[src/rtl/sel_mem_pkg.sv]
// Shared constants and scan FSM encoding for the selectable memory array.
package sel_mem_pkg;

    localparam int SEL_MEM_WIDTH  = 4;
    localparam int SEL_MEM_NUM_CH = 4;

    typedef enum logic [1:0] {
        ST_IDLE = 2'd0,
        ST_SCAN = 2'd1,
        ST_DONE = 2'd2
    } scan_state_e;

endpackage

[src/rtl/sel_mem_scan.sv]
// Scan FSM: streams every channel out over a valid/ready handshake.
// The top supplies the (write-forwarded) data of the channel named on fetch_ch.
module sel_mem_scan
    import sel_mem_pkg::*;
#(
    parameter int WIDTH  = SEL_MEM_WIDTH,
    parameter int NUM_CH = SEL_MEM_NUM_CH,
    localparam int CH_W  = (NUM_CH > 1) ? $clog2(NUM_CH) : 1
) (
    input  logic             clk,
    input  logic             rst_n,
    input  logic             clr,
    input  logic             scan_start,
    input  logic             out_ready,
    input  logic [WIDTH-1:0] fetch_data,
    output logic [CH_W-1:0]  fetch_ch,
    output logic             scan_busy,
    output logic             out_valid,
    output logic [WIDTH-1:0] out_data,
    output logic [CH_W-1:0]  out_ch,
    output logic             scan_done
);

    localparam logic [CH_W-1:0] LAST_CH = CH_W'(NUM_CH - 1);

    scan_state_e      state_r, state_n;
    logic             out_valid_r, out_valid_n;
    logic [WIDTH-1:0] out_data_r, out_data_n;
    logic [CH_W-1:0]  out_ch_r, out_ch_n;
    logic             scan_done_r, scan_done_n;
    logic             scan_busy_r, scan_busy_n;
    logic             hs_s;
    logic [CH_W-1:0]  fetch_ch_s;

    assign hs_s = out_valid_r & out_ready;

    // Channel to pre-fetch: channel 0 when starting, otherwise the next one.
    always_comb begin
        fetch_ch_s = {CH_W{1'b0}};
        if (state_r == ST_IDLE) begin
            fetch_ch_s = {CH_W{1'b0}};
        end else begin
            fetch_ch_s = out_ch_r + CH_W'(1);
        end
    end

    // Next-state and next-output decode; clr aborts any scan without a done pulse.
    always_comb begin
        state_n     = state_r;
        out_valid_n = out_valid_r;
        out_data_n  = out_data_r;
        out_ch_n    = out_ch_r;
        scan_done_n = 1'b0;
        scan_busy_n = scan_busy_r;
        case (state_r)
            ST_IDLE: begin
                if (clr) begin
                    state_n = ST_IDLE;
                end else if (scan_start) begin
                    state_n     = ST_SCAN;
                    out_valid_n = 1'b1;
                    out_ch_n    = {CH_W{1'b0}};
                    out_data_n  = fetch_data;
                    scan_busy_n = 1'b1;
                end else begin
                    state_n = ST_IDLE;
                end
            end
            ST_SCAN: begin
                if (clr) begin
                    state_n     = ST_IDLE;
                    out_valid_n = 1'b0;
                    out_data_n  = {WIDTH{1'b0}};
                    out_ch_n    = {CH_W{1'b0}};
                    scan_busy_n = 1'b0;
                end else if (hs_s) begin
                    if (out_ch_r == LAST_CH) begin
                        state_n     = ST_DONE;
                        out_valid_n = 1'b0;
                        scan_done_n = 1'b1;
                    end else begin
                        out_ch_n   = out_ch_r + CH_W'(1);
                        out_data_n = fetch_data;
                    end
                end else begin
                    state_n = ST_SCAN;
                end
            end
            ST_DONE: begin
                if (clr) begin
                    out_data_n = {WIDTH{1'b0}};
                    out_ch_n   = {CH_W{1'b0}};
                end else begin
                    out_data_n = out_data_r;
                end
                state_n     = ST_IDLE;
                out_valid_n = 1'b0;
                scan_busy_n = 1'b0;
            end
            default: begin
                state_n     = ST_IDLE;
                out_valid_n = 1'b0;
                scan_busy_n = 1'b0;
            end
        endcase
    end

    // State and handshake output registers.
    always_ff @(posedge clk or negedge rst_n) begin
        if (!rst_n) begin
            state_r     <= ST_IDLE;
            out_valid_r <= 1'b0;
            out_data_r  <= {WIDTH{1'b0}};
            out_ch_r    <= {CH_W{1'b0}};
            scan_done_r <= 1'b0;
            scan_busy_r <= 1'b0;
        end else begin
            state_r     <= state_n;
            out_valid_r <= out_valid_n;
            out_data_r  <= out_data_n;
            out_ch_r    <= out_ch_n;
            scan_done_r <= scan_done_n;
            scan_busy_r <= scan_busy_n;
        end
    end

    assign fetch_ch  = fetch_ch_s;
    assign out_valid = out_valid_r;
    assign out_data  = out_data_r;
    assign out_ch    = out_ch_r;
    assign scan_done = scan_done_r;
    assign scan_busy = scan_busy_r;

endmodule

[src/rtl/sel_mem_array.sv]
// Multi-channel register array with a registered read port and a scan streamer.
// Same-edge writes are forwarded to both the read port and the scan fetch.
module sel_mem_array
    import sel_mem_pkg::*;
#(
    parameter int WIDTH  = SEL_MEM_WIDTH,
    parameter int NUM_CH = SEL_MEM_NUM_CH,
    localparam int CH_W  = (NUM_CH > 1) ? $clog2(NUM_CH) : 1
) (
    input  logic              clk,
    input  logic              rst_n,
    input  logic              clr,
    input  logic              wr_en,
    input  logic [CH_W-1:0]   wr_sel,
    input  logic [WIDTH-1:0]  data_in,
    input  logic [CH_W-1:0]   rd_sel,
    output logic [WIDTH-1:0]  data_out,
    output logic [NUM_CH-1:0] ch_valid,
    input  logic              scan_start,
    output logic              scan_busy,
    output logic              out_valid,
    input  logic              out_ready,
    output logic [WIDTH-1:0]  out_data,
    output logic [CH_W-1:0]   out_ch,
    output logic              scan_done
);

    localparam logic [CH_W:0] NUM_CH_C = (CH_W + 1)'(NUM_CH);

    logic [WIDTH-1:0]  mem_r [NUM_CH];
    logic [NUM_CH-1:0] ch_valid_r;
    logic [WIDTH-1:0]  data_out_r;
    logic              wr_hit_s;
    logic [WIDTH-1:0]  rd_data_s;
    logic [WIDTH-1:0]  fetch_data_s;
    logic [CH_W-1:0]   fetch_ch_s;

    // A write takes effect only when not clearing and the channel exists.
    always_comb begin
        wr_hit_s = 1'b0;
        if (wr_en && !clr && ({1'b0, wr_sel} < NUM_CH_C)) begin
            wr_hit_s = 1'b1;
        end else begin
            wr_hit_s = 1'b0;
        end
    end

    // Read-port mux with write-through; out-of-range selects read as zero.
    always_comb begin
        rd_data_s = {WIDTH{1'b0}};
        for (int i = 0; i < NUM_CH; i++) begin
            if (rd_sel == CH_W'(i)) begin
                if (wr_hit_s && (wr_sel == rd_sel)) begin
                    rd_data_s = data_in;
                end else begin
                    rd_data_s = mem_r[i];
                end
            end else begin
                rd_data_s = rd_data_s;
            end
        end
    end

    // Scan fetch mux, forwarded the same way as the read port.
    always_comb begin
        fetch_data_s = {WIDTH{1'b0}};
        for (int i = 0; i < NUM_CH; i++) begin
            if (fetch_ch_s == CH_W'(i)) begin
                if (wr_hit_s && (wr_sel == fetch_ch_s)) begin
                    fetch_data_s = data_in;
                end else begin
                    fetch_data_s = mem_r[i];
                end
            end else begin
                fetch_data_s = fetch_data_s;
            end
        end
    end

    // Channel storage and written flags; clr wipes everything at the edge.
    always_ff @(posedge clk or negedge rst_n) begin
        if (!rst_n) begin
            for (int i = 0; i < NUM_CH; i++) begin
                mem_r[i] <= {WIDTH{1'b0}};
            end
            ch_valid_r <= {NUM_CH{1'b0}};
        end else if (clr) begin
            for (int i = 0; i < NUM_CH; i++) begin
                mem_r[i] <= {WIDTH{1'b0}};
            end
            ch_valid_r <= {NUM_CH{1'b0}};
        end else begin
            for (int i = 0; i < NUM_CH; i++) begin
                if (wr_hit_s && (wr_sel == CH_W'(i))) begin
                    mem_r[i]      <= data_in;
                    ch_valid_r[i] <= 1'b1;
                end
            end
        end
    end

    // Registered read data, zeroed together with the channels on clr.
    always_ff @(posedge clk or negedge rst_n) begin
        if (!rst_n) begin
            data_out_r <= {WIDTH{1'b0}};
        end else if (clr) begin
            data_out_r <= {WIDTH{1'b0}};
        end else begin
            data_out_r <= rd_data_s;
        end
    end

    sel_mem_scan #(
        .WIDTH  (WIDTH),
        .NUM_CH (NUM_CH)
    ) u_scan (
        .clk        (clk),
        .rst_n      (rst_n),
        .clr        (clr),
        .scan_start (scan_start),
        .out_ready  (out_ready),
        .fetch_data (fetch_data_s),
        .fetch_ch   (fetch_ch_s),
        .scan_busy  (scan_busy),
        .out_valid  (out_valid),
        .out_data   (out_data),
        .out_ch     (out_ch),
        .scan_done  (scan_done)
    );

    assign data_out = data_out_r;
    assign ch_valid = ch_valid_r;

endmodule
[config.mk]
export PLATFORM = sky130hd
export DESIGN_NAME = sel_mem_array
export DESIGN_NICKNAME = d
export VERILOG_FILES = /design/src/rtl/sel_mem_pkg.sv /design/src/rtl/sel_mem_scan.sv /design/src/rtl/sel_mem_array.sv
export SDC_FILE = /design/constraint.sdc
export NUM_CORES = 1
export LEC_CHECK = 0
export CAP_MARGIN = 15
export CORE_MARGIN = 1.5
export CORE_UTILIZATION = 38
export CTS_BUF_LIST = sky130_fd_sc_hd__clkbuf_4 sky130_fd_sc_hd__clkbuf_8
export CTS_CLUSTER_SIZE = 28
export DETAILED_ROUTE_END_ITERATION = 8
export GPL_TIMING_DRIVEN = 0
export PLACE_DENSITY = 0.7
export SYNTH_ARGS = -nofsm -noshare
export SYNTH_HDL_FRONTEND = slang
export SYNTH_SLANG_ARGS = --single-unit
[constraint.sdc]
create_clock -name clk -period 5.4 [get_ports clk]
set_input_delay 1.08 -clock clk [delete_from_list [all_inputs] [get_ports clk]]
set_output_delay 1.08 -clock clk [all_outputs]
set_load 0.03 [all_outputs]
==> key figures, run 1 <==
Hold path
  – Start point of the worst min-delay path: ch_valid[1]$_DFFE_PN0P_
  – Hold Path Sink: ch_valid[1]$_DFFE_PN0P_
  – Class of the worst hold path: register to register
  – Worst hold path stage count: 1

STA
  – Highest Clock Rate: between 0.3 and 0.4 GHz
  – Least-Margin Pin Slew: ~0.82 ns
  – Tmin final: roughly 2.8 ns
  – Final setup TNS: 0 ns
  – Worst hold margin: just under 0.5 ns
  – Unrepaired setup endpoints after global routing: no
  – Worst slew margin relative to its limit: 0.4508
  – Total count of max-transition violations in the final report: 0
  – Fin crit share: 0.5159
  – Final setup viols: 0
  – Min setup slack post-route: between 2 and 3 ns
  – Final hold viol count: 0
  – Worst clock skew: roughly 0.0036 ns

Critical path
  – Crit path kind: input pin to register
  – Max FO, Critical Path: 9
  – R2R Setup Slk: 3.10 ns
  – Crit path DAT: ~3.0 ns
  – Data required time of the critical path: around 5.6 ns
  – Critical Path End Type: register
  – Count of cells along the worst register-to-register path: 7
  – FF-to-FF Start: u_scan.out_ch[0]$_DFFE_PN0P_
  – Crit path launch type: input pin
  – Capture point of the worst reg-to-reg path: u_scan.out_data[0]$_DFFE_PN0P_

Clock tree
  – Cell at the root of the clock tree: sky130_fd_sc_hd__clkbuf_8
  – Post-cts sizing count: 0
  – Number of levels in the clock H-tree: 2
  – Number of buffers inserted for hold repair after clock tree synthesis: 0
  – Clock tree from TritonCTS: yes
  – Source-to-sink clock delay at the later pin of the worst-skew pair: roughly 0.29 ns
  – Number of buffers created by CTS: 5
  – Clk buf depth: 2
  – Clock-pin slew reported for the worst setup and hold paths after clock tree synthesis: about 0.070 ns
  – Number of clock sinks seen by CTS: 35
  – Post-CTS setup-driven buffer insertion count: 0

Pwr
  – Overall power: 748.1 uW
  – Reported leakage power: roughly 1.1 nW
  – Highest ir drop seen on vdd: between 0.15 and 0.2 mV
  – Power per Cell Area: approximately 320 mW/mm^2

Route
  – Wire length reported by the detailed router: 4204 um
  – Residual antenna-violating net count after detailed routing: 0
  – Detailed Routing Iterations Pass 1: 4
  – Post-detailed-route DRC marker count: 0
  – DR iter-0 viols: between 80 and 90
  – Wire length per cell after detailed routing: 14.55 um
  – Avg Vias per Cell: 5.201
  – Overall via count from detail_route: roughly 1500

Placement
  – Placed cell area: ~0.0023 sq mm
  – Dpl hpwl: between 3000 and 4000 um
  – Placer Congestion: approximately 0.78
  – Port bufs: 26
  – Cell count after placement: around 280
  – Post-placement worst setup slack: around 2.3 ns

Flow run
  – Total of max-cap violations: 0

GRT
  – First-pass GRT wire length: between 6000 and 7000 um
  – Total GRT Usage: 0.1681
  – Number of antenna violations at the first check in global routing: 0
  – Via count of the first global-routing pass: 1412
  – Largest net degree at the start of global routing: 36
  – GRT overflow: 0

Layout
  – Layout overhead on the synthesized area: 23.03%
  – Share of final-layout standard cells stronger than drive strength 1: 0.1261
  – # diodes: 0
  – Share of the core filled with cells: 0.4944
  – Number of inserted filler cells in the final layout: 465
  – Non-filler instance count after layout: 289
  – Number of nets in the layout: 240
  – Post-layout instance area: between 0.002 and 0.0025 sq mm

Synthesis
  – Syn Inst Count: between 150 and 200
  – Sequential cell area fraction in the yosys report: 0.4554
  – Asr flop ratio synth: 1.000
  – Avg Cell Area, Syn: 10.23 sq um
  – Share of the synthesized area in the top cell type: 0.4554
  – Most frequent cells after synthesis: sky130_fd_sc_hd__dfrtp_1, sky130_fd_sc_hd__nor2_1, sky130_fd_sc_hd__mux2i_1
  – Mapped cell area: a little under 0.002 sq mm
  – Count of warnings emitted by yosys: 0
  – Leading cell type by number of instances after synthesis: sky130_fd_sc_hd__dfrtp_1
  – Cell accounting for the most synthesized area: sky130_fd_sc_hd__dfrtp_1
  – Cells taking the most area after synthesis: sky130_fd_sc_hd__dfrtp_1, sky130_fd_sc_hd__mux2i_1, sky130_fd_sc_hd__nor2_1, sky130_fd_sc_hd__mux4_2, sky130_fd_sc_hd__ha_1
  – Number of enable-type register cells in the synthesized netlist: 0
  – Synth Net Count: a little over 200
  – Dominant register cell in the synthesized netlist: sky130_fd_sc_hd__dfrtp_1
  – Post-synthesis register bit count: 35
  – Synth unique cells: 37

Floorplanning
  – Width of the chip: ~74 um
  – Initial Utilization: 0.4018
  – Number of top-level design ports: 31
  – Die height: between 70 and 80 um
  – Number of rows in the core area: 25
  – Area enclosed by the die boundary: 0.005497 sq mm
  – Placeable Area: 0.004786 sq mm

Outcome
  – Status: finished clean
cells in the final DEF (no fill, tap or decap), types with 5 or more instances in the layout:
cell type,Yosys,routed
sky130_fd_sc_hd__a21oi_1,6,6
sky130_fd_sc_hd__buf_2,5,6
sky130_fd_sc_hd__clkbuf_1,5,5
sky130_fd_sc_hd__clkbuf_8,0,7
sky130_fd_sc_hd__clkdlybuf4s50_1,0,25
sky130_fd_sc_hd__dfrtp_1,35,35
sky130_fd_sc_hd__ha_1,5,5
sky130_fd_sc_hd__inv_1,8,8
sky130_fd_sc_hd__mux2i_1,22,22
sky130_fd_sc_hd__nand2_1,15,15
sky130_fd_sc_hd__nor2_1,31,31
sky130_fd_sc_hd__o21ai_0,11,11
area by class of cell:
type / instances / area [sq um] / share of cell area
clock buffer: 8 / 103.9 / 0.04389
multi-input combinational: 133 / 950.9 / 0.4019
sequential: 35 / 875.8 / 0.3702
buffer: 12 / 66.31 / 0.02803
timing repair buffer: 26 / 255.2 / 0.1079
tap: 67 / 83.83 / 0.03543
inverter: 8 / 30.03 / 0.01269
worst max path at each step:
| stage | endpoint | start | cells after the start | slack [ns] |
|---|---|---|---|---|
| after floorplan | u_scan.out_data[3]$_DFFE_PN0P_ | clr | 7 | 2.85 |
| after global placement | u_scan.out_data[3]$_DFFE_PN0P_ | out_ready | 7 | 2.34 |
| after detailed placement | u_scan.out_data[3]$_DFFE_PN0P_ | out_ready | 7 | 2.34 |
| after CTS | u_scan.out_data[3]$_DFFE_PN0P_ | out_ready | 7 | 2.61 |
| after global routing | u_scan.out_data[3]$_DFFE_PN0P_ | out_ready | 7 | 2.52 |
| final | u_scan.out_data[3]$_DFFE_PN0P_ | out_ready | 7 | 2.61 |
flip-flops by register name, indices dropped and copies added (netlist names):
signal and flops:
mem_r 16, ch_valid 4, u_scan.out_data 4, u_scan.out_valid 1, data_out 4, u_scan.scan_done 1, u_scan.state_r 2, u_scan.out_ch 2
u_scan.scan_busy 1
power breakdown:
part | total, mW | switching [mW] | internal (mW)
combinational | 0.225 | 0.130 | 0.0954
sequential | 0.305 | 0.0180 | 0.287
clock | 0.218 | 0.0966 | 0.122
total | 0.748 | 0.244 | 0.504
logic make-up after synthesis:
family          after synthesis  synth area share
flops                        35            0.4554
fa+ha+maj                     5           0.03253
compound gates               36            0.1327
simple gates                 63            0.1542
mux                          26            0.1614
xor+xnor                      3           0.01367
buf+inv                      20           0.05010
worst max-delay path, cell delays in order:
cell                              delay [ns]
sky130_fd_sc_hd__clkdlybuf4s50_1        0.48
sky130_fd_sc_hd__nand2_1                0.11
sky130_fd_sc_hd__a22o_1                 0.26
sky130_fd_sc_hd__or3_1                  0.38
sky130_fd_sc_hd__buf_6                  0.15
sky130_fd_sc_hd__a21o_4                 0.19
sky130_fd_sc_hd__o41ai_2                0.31
routing by layer:
layer	track usage	up-vias	share of wire
li1	-	722	-
met1	0.2487	741	0.50
met2	0.2470	35	0.45
met3	0.03659	5	0.042
met4	0.04938	0	0.0095
met5	0	-	0
(Power assumes the default switching activity.)
==> run 2: changes to the inputs <==
--- a/config.mk
+++ b/config.mk
@@ -12,7 +12,7 @@
 export CTS_CLUSTER_SIZE = 28
 export DETAILED_ROUTE_END_ITERATION = 8
 export GPL_TIMING_DRIVEN = 0
-export PLACE_DENSITY = 0.7
+export PLACE_DENSITY = 0.72
 export SYNTH_ARGS = -nofsm -noshare
 export SYNTH_HDL_FRONTEND = slang
 export SYNTH_SLANG_ARGS = --single-unit
==> constraint.sdc (replaced) <==
create_clock -name clk -period 2.3 [get_ports clk]
set_input_delay 0.46 -clock clk [delete_from_list [all_inputs] [get_ports clk]]
set_output_delay 0.46 -clock clk [all_outputs]
set_load 0.03 [all_outputs]
==> key figures, run 2 (synthesis results as in run 1) <==
Layout
  – Number of nets in the layout: 240 (unchanged)
  – Non-filler instance count after layout: 287 (was 289)
  – Most frequent standard cell in the layout excluding fill and tap cells: sky130_fd_sc_hd__dfrtp_1 (unchanged)
  – Multi-input gate area: 974.7 sq um (was 950.9 sq um)
  – Share of the core filled with cells: 0.4952 (was 0.4944)
  – Share of final-layout standard cells stronger than drive strength 1: 0.1364 (was 0.1261)
  – # diodes: 0 (unchanged)
  – Max reg flops: 16 (unchanged)
  – Most frequent cells in the layout: sky130_fd_sc_hd__dfrtp_1, sky130_fd_sc_hd__nor2_1, sky130_fd_sc_hd__clkdlybuf4s50_1, sky130_fd_sc_hd__mux2i_1, sky130_fd_sc_hd__nand2_1 (unchanged)
  – Most flop-heavy register: mem_r (unchanged)
  – Number of inserted filler cells in the final layout: 465 (unchanged)
  – Seq. cell area: 875.8 sq um (unchanged)
  – Layout overhead on the synthesized area: 23.23% (was 23.03%)

GRT
  – First-pass GRT wire length: 6969 um (was 6872 um)
  – Number of antenna violations at the first check in global routing: 0 (unchanged)
  – Via count of the first global-routing pass: 1459 (was 1412)
  – Total GRT Usage: 0.1697 (was 0.1681)
  – Largest net degree at the start of global routing: 36 (unchanged)
  – GRT overflow: 0 (unchanged)

Floorplanning
  – Number of rows in the core area: 25 (unchanged)
  – Initial Utilization: 0.4018 (unchanged)
  – Die height: 74.14 um (unchanged)
  – Width of the chip: 74.14 um (unchanged)
  – Number of top-level design ports: 31 (unchanged)
  – Area enclosed by the die boundary: 0.005497 sq mm (unchanged)
  – Placeable Area: 0.004786 sq mm (unchanged)

STA
  – Total count of max-transition violations in the final report: 0 (unchanged)
  – Min setup slack post-route: 0.1015 ns (was 2.614 ns)
  – Highest Clock Rate: 0.4549 GHz
  – Final hold viol count: 0 (unchanged)
  – Fin crit share: 0.9558
  – Tmin final: between 2 and 2.5 ns
  – Worst slew margin relative to its limit: 0.4499 (was 0.4508)
  – Final setup viols: 0 (unchanged)
  – Least-Margin Pin Slew: 0.8189 ns (was 0.8175 ns)
  – Worst clock skew: 0.008731 ns (was 0.003579 ns)

Critical path
  – Max FO, Critical Path: 10 (was 9)
  – Crit path launch type: register (was input pin)
  – Cells along the critical path: inv_1 > ha_1 > clkbuf_2 > or4b_2 > a31o_4 > o22ai_1 > o31ai_1 (was clkdlybuf4s50_1 > nand2_1 > a22o_1 > or3_1 > buf_6 > a21o_4 > o41ai_2)
  – Critical Path End Type: register (unchanged)
  – Crit path DAT: 2.37 ns (was 2.97 ns)
  – Crit path kind: register to register (was input pin to register)
  – R2R Setup Slk: 0.10 ns (was 3.10 ns)
  – Crit path largest cell delay: 0.67 ns (was 0.48 ns)
  – Slowest library cell on the worst path: sky130_fd_sc_hd__or4b_2 (was sky130_fd_sc_hd__clkdlybuf4s50_1)
  – Data required time of the critical path: 2.47 ns (was 5.58 ns)

Flow run
  – Total of max-cap violations: 0 (unchanged)

Route
  – Post-detailed-route DRC marker count: 0 (unchanged)
  – Wire length per cell after detailed routing: 14.90 um (was 14.55 um)
  – Avg Vias per Cell: 5.146 (was 5.201)
  – Wire length reported by the detailed router: 4276 um (was 4204 um)
  – Overall via count from detail_route: 1477 (was 1503)
  – Detailed Routing Iterations Pass 1: 4 (unchanged)
  – DR iter-0 viols: 72 (was 87)
  – Residual antenna-violating net count after detailed routing: 0 (unchanged)

Clock tree
  – Clock tree from TritonCTS: yes (unchanged)
  – Number of levels in the clock H-tree: 2 (unchanged)
  – Source-to-sink clock delay at the later pin of the worst-skew pair: 0.29 ns (about the same)
  – Number of buffers created by CTS: 5 (unchanged)
  – Number of clock sinks seen by CTS: 35 (unchanged)
  – Clock-pin slew reported for the worst setup and hold paths after clock tree synthesis: 0.07 ns (about the same)
  – Number of buffers inserted for hold repair after clock tree synthesis: 0 (unchanged)
  – Clk buf depth: 2 (unchanged)
  – Cell at the root of the clock tree: sky130_fd_sc_hd__clkbuf_8 (unchanged)

Pwr
  – Highest ir drop seen on vdd: 0.4388 mV (was 0.1837 mV)
  – Reported leakage power: 1.059 nW (was 1.071 nW)
  – Power per Cell Area: 708.2 mW/mm^2 (was 316.2 mW/mm^2)

Placement
  – Post-placement worst setup slack: -0.09843 ns (was 2.344 ns)
  – Placer Congestion: 0.8026 (was 0.7846)
  – Cell count after placement: 281 (unchanged)
  – Port bufs: 26 (unchanged)
  – Dpl hpwl: 3027 um (was 3056 um)

Hold path
  – Class of the worst hold path: input pin to async pin (was register to register)

Outcome
  – Status: finished clean (unchanged)
==> run 2: changes by cell type in the layout (fill, tap and decap cells not counted), sizes merged <==
cell	delta
clkbuf	-2
==> run 2: repair_timing <==
action / 4_1_cts / 5_1_grt
setup endpoints to repair: 0 / 4
buffers inserted: 0 / 0
gates resized for setup: 0 / 8
==> run 2: path summary, 6_finish.rpt <==
| path | endpoint | startpoint | depth (start not counted) |
|---|---|---|---|
| min in group clk | u_scan.scan_busy$_DFFE_PN0P_ | clr | 2 |
| hold / removal | u_scan.scan_busy$_DFFE_PN0P_ | rst_n | 1 |
| setup reg to reg | u_scan.out_data[0]$_DFFE_PN0P_ | u_scan.state_r[0]$_DFFE_PN0P_ | 7 |
| setup / recovery | u_scan.out_data[0]$_DFFE_PN0P_ | u_scan.state_r[0]$_DFFE_PN0P_ | 7 |
| hold reg to reg | ch_valid[2]$_DFFE_PN0P_ | ch_valid[2]$_DFFE_PN0P_ | 1 |
| max in group asynchronous | mem_r[13]$_DFFE_PN0P_ | rst_n | 1 |
==> run 2: critical path: cells and delay by family, from the launching register on <==
kind	cells	cell delay [ns]
flip-flops	1	0.41
AND/OR/NAND/NOR	1	0.67
adder cells (fa/ha/maj)	1	0.22
AO/OA/AOI/OAI	3	0.51
buffers and inverters	2	0.27
==> run 2: routing by layer <==
metal / vias up / track usage / share of wire
li1: 722 / - / -
met1: 712 / 0.2334 / 0.47
met2: 35 / 0.2609 / 0.47
met3: 8 / 0.03388 / 0.045
met4: 0 / 0.07202 / 0.016
met5: - / 0 / 0
==> run 2: cell type report <==
| cell class | count | area share |
|---|---|---|
| buffer | 12 | 0.03115 |
| clock buffer | 6 | 0.03221 |
| inverter | 8 | 0.01267 |
| multi-input combinational | 133 | 0.4113 |
| sequential | 35 | 0.3696 |
| tap | 67 | 0.03537 |
| timing repair buffer | 26 | 0.1077 |
==> run 2: per-stage QoR <==
step	power (mW)	cell area [sq um]	hold slack [ns]	TNS, ns
6_report	1.678	2370	0.2374	0
5_1_grt	1.777	2370	0.3141	-0.003959
4_1_cts	1.690	2338	0.2635	0
3_5_place_dp	1.256	2262	0.4684	-0.4571
3_3_place_gp	1.252	2267	0.4608	-0.3148
2_1_floorplan	1.063	1923	0.1644	0
==> run 2: power by group <==
group / internal [mW] / total (mW) / switching [mW]
logic: 0.236 / 0.542 / 0.307
registers: 0.674 / 0.716 / 0.0417
clock network: 0.213 / 0.420 / 0.207
==> run 3: changes to the inputs <==
--- a/config.mk
+++ b/config.mk
@@ -8,11 +8,9 @@
 export CAP_MARGIN = 15
 export CORE_MARGIN = 1.5
 export CORE_UTILIZATION = 38
-export CTS_BUF_LIST = sky130_fd_sc_hd__clkbuf_4 sky130_fd_sc_hd__clkbuf_8
 export CTS_CLUSTER_SIZE = 28
 export DETAILED_ROUTE_END_ITERATION = 8
 export GPL_TIMING_DRIVEN = 0
-export PLACE_DENSITY = 0.72
 export SYNTH_ARGS = -nofsm -noshare
 export SYNTH_HDL_FRONTEND = slang
 export SYNTH_SLANG_ARGS = --single-unit
==> key figures, run 3 (synthesis results as in run 1) <==
Route
  – Avg Vias per Cell: 5.141 (was 5.146)
  – Met3 wirelength from detailed routing: 205 um (was 194 um)
  – Wire length per cell after detailed routing: 14.84 um (was 14.90 um)
  – WL met1: 2047 um (was 2011 um)
  – Wire length reported by the detailed router: 4317 um (was 4276 um)
  – Detailed Routing Iterations Pass 1: 4 (unchanged)
  – Residual antenna-violating net count after detailed routing: 0 (unchanged)
  – Met2 wirelength from detailed routing: 1991 um (was 2001 um)
  – Top routing layer used: met4 (unchanged)
  – Post-detailed-route DRC marker count: 0 (unchanged)
  – Overall via count from detail_route: 1496 (was 1477)
  – DR iter-0 viols: 74 (was 72)

Critical path
  – Termination of the worst setup path: u_scan.out_data[3]$_DFFE_PN0P_ (was u_scan.out_data[0]$_DFFE_PN0P_)
  – Buffers plus inverters on the worst setup path: 2 (unchanged)
  – Crit path DAT: 2.39 ns (was 2.37 ns)
  – Launching element of the worst setup path: u_scan.state_r[1]$_DFFE_PN0P_ (was u_scan.state_r[0]$_DFFE_PN0P_)
  – R2R Setup Slk: 0.1 ns (was 0.10 ns)
  – FF-to-FF Start: u_scan.state_r[1]$_DFFE_PN0P_ (was u_scan.state_r[0]$_DFFE_PN0P_)
  – Slowest library cell on the worst path: sky130_fd_sc_hd__dfrtp_1 (was sky130_fd_sc_hd__or4b_2)
  – Crit path kind: register to register (unchanged)
  – Count of cells along the worst register-to-register path: 8 (was 7)
  – Max FO, Critical Path: 9 (was 10)
  – Total number of cells along the worst setup path: 8 (was 7)
  – Dominant delay contributor by cell family on the critical path: compound AO/OA/AOI/OAI gates (was simple AND/OR/NAND/NOR gates)
  – Critical Path End Type: register (unchanged)
  – Cells along the critical path: inv_1 > ha_2 > nor2b_1 > a22o_1 > or3_1 > buf_6 > a21o_4 > o41ai_2 (was inv_1 > ha_1 > clkbuf_2 > or4b_2 > a31o_4 > o22ai_1 > o31ai_1)
  – Crit path launch type: register (unchanged)
  – Crit path largest cell delay: 0.39 ns (was 0.67 ns)
  – Data required time of the critical path: 2.48 ns (was 2.47 ns)
  – Capture point of the worst reg-to-reg path: u_scan.out_data[3]$_DFFE_PN0P_ (was u_scan.out_data[0]$_DFFE_PN0P_)

Layout
  – Max reg flops: 16 (unchanged)
  – Share of final-layout standard cells stronger than drive strength 1: 0.1563 (was 0.1364)
  – Most frequent standard cell in the layout excluding fill and tap cells: sky130_fd_sc_hd__dfrtp_1 (unchanged)
  – # diodes: 0 (unchanged)
  – Most flop-heavy register: mem_r (unchanged)
  – Non-filler instance count after layout: 291 (was 287)
  – Layout overhead on the synthesized area: 26.09% (was 23.23%)
  – Number of nets in the layout: 242 (was 240)
  – Most frequent cells in the layout: sky130_fd_sc_hd__dfrtp_1, sky130_fd_sc_hd__nor2_1, sky130_fd_sc_hd__clkdlybuf4s50_1, sky130_fd_sc_hd__mux2i_1, sky130_fd_sc_hd__nand2_1 (unchanged)
  – Post-layout instance area: 0.002425 sq mm (was 0.002370 sq mm)

Floorplanning
  – Width of the chip: 74.14 um (unchanged)
  – Number of rows in the core area: 25 (unchanged)
  – Die height: 74.14 um (unchanged)
  – Area enclosed by the die boundary: 0.005497 sq mm (unchanged)
  – Initial Utilization: 0.4018 (unchanged)
  – Number of top-level design ports: 31 (unchanged)
  – Placeable Area: 0.004786 sq mm (unchanged)

Flow run
  – Total of max-cap violations: 0 (unchanged)

Pwr
  – Overall power: 1.771 mW (was 1.678 mW)
  – Reported leakage power: 1.079 nW (was 1.059 nW)
  – Power per Cell Area: 730.5 mW/mm^2 (was 708.2 mW/mm^2)
  – Highest ir drop seen on vdd: 0.3137 mV (was 0.4388 mV)

Clock tree
  – Clock-pin slew reported for the worst setup and hold paths after clock tree synthesis: 0.07 ns (about the same)
  – Number of buffers inserted for hold repair after clock tree synthesis: 0 (unchanged)
  – Number of clock sinks seen by CTS: 35 (unchanged)
  – Cell at the root of the clock tree: sky130_fd_sc_hd__clkbuf_8 (unchanged)
  – Number of levels in the clock H-tree: 2 (unchanged)
  – Number of buffers created by CTS: 5 (unchanged)
  – Clk buf depth: 2 (unchanged)
  – Source-to-sink clock delay at the later pin of the worst-skew pair: 0.29 ns (about the same)
  – Clock tree from TritonCTS: yes (unchanged)

Placement
  – Dpl hpwl: 3039 um (was 3027 um)
  – Placed cell area: 0.002262 sq mm (unchanged)
  – Port bufs: 26 (unchanged)
  – Cell count after placement: 281 (unchanged)
  – Placer Congestion: 0.7667 (was 0.8026)

STA
  – Highest Clock Rate: 0.4539 GHz (was 0.4549 GHz)
  – Least-Margin Pin Slew: 0.8635 ns (was 0.8189 ns)
  – Tmin final: 2.203 ns (was 2.198 ns)
  – Final hold viol count: 0 (unchanged)
  – Final setup TNS: 0 ns (unchanged)
  – Total count of max-transition violations in the final report: 0 (unchanged)
  – Unrepaired setup endpoints after global routing: no
  – Fin crit share: 0.9579 (was 0.9558)
  – Worst clock skew: 0.009099 ns (was 0.008731 ns)
  – Final setup viols: 0 (unchanged)
  – Worst slew margin relative to its limit: 0.4199 (was 0.4499)

GRT
  – Number of antenna violations at the first check in global routing: 0 (unchanged)
  – Largest net degree at the start of global routing: 36 (unchanged)
  – GRT overflow: 0 (unchanged)
  – First-pass GRT wire length: 6948 um (was 6969 um)
  – Via count of the first global-routing pass: 1454 (was 1459)
  – Total GRT Usage: 0.1714 (was 0.1697)

Outcome
  – Status: finished clean (unchanged)

Hold path
  – Class of the worst hold path: input pin to async pin (unchanged)
-- run 3: repair_timing --
action                                  CTS  global route
gates resized for setup                   3             9
pin swaps                                 0             2
endpoints found under the setup margin    3             4
buffers inserted                          0             2
-- run 3: layer usage --
layer | global-route usage | up-vias
met1 | 0.2351 | 723
met4 | 0.06173 | 0
li1 | - | 729
met5 | 0 | -
met2 | 0.2619 | 38
met3 | 0.04472 | 6
-- run 3: final cells by class --
cell class                      instances  area [sq um]
Buffer                                 12         76.32
Clock buffer                            8         100.1
Fill cell                             456          2361
Inverter                                8         30.03
Multi-Input combinational cell        133         988.4
Sequential cell                        35         875.8
Tap cell                               67         83.83
Timing Repair Buffer                   28         270.3
-- run 3: worst min path at each step --
stage	start	cells after the start	end	slack, ns
2_1_floorplan	rst_n	0	ch_valid[0]$_DFFE_PN0P_	0.16
3_5_place_dp	ch_valid[0]$_DFFE_PN0P_	1	ch_valid[0]$_DFFE_PN0P_	0.47
6_report	rst_n	1	u_scan.state_r[0]$_DFFE_PN0P_	0.25
3_3_place_gp	ch_valid[2]$_DFFE_PN0P_	1	ch_valid[2]$_DFFE_PN0P_	0.46
5_1_grt	rst_n	1	mem_r[5]$_DFFE_PN0P_	0.33
4_1_cts	rst_n	1	u_scan.state_r[0]$_DFFE_PN0P_	0.27
-- run 3: stage by stage --
stage | hold slack (ns) | util | setup slack (ns)
2_1_floorplan | 0.1644 | - | 0.04411
3_3_place_gp | 0.4609 | 0.4737 | -0.1523
3_5_place_dp | 0.4736 | 0.4727 | -0.1524
4_1_cts | 0.2727 | 0.4962 | 0.0009066
5_1_grt | 0.3307 | 0.5067 | 0.02048
6_report | 0.2542 | 0.5067 | 0.09692
-- run 3: power breakdown --
part           total [mW]  internal, mW  leakage [nW]  switching [mW]
clock network       0.493         0.273        0.0515           0.219
registers           0.715         0.674         0.477          0.0409
logic               0.564         0.249         0.551           0.315
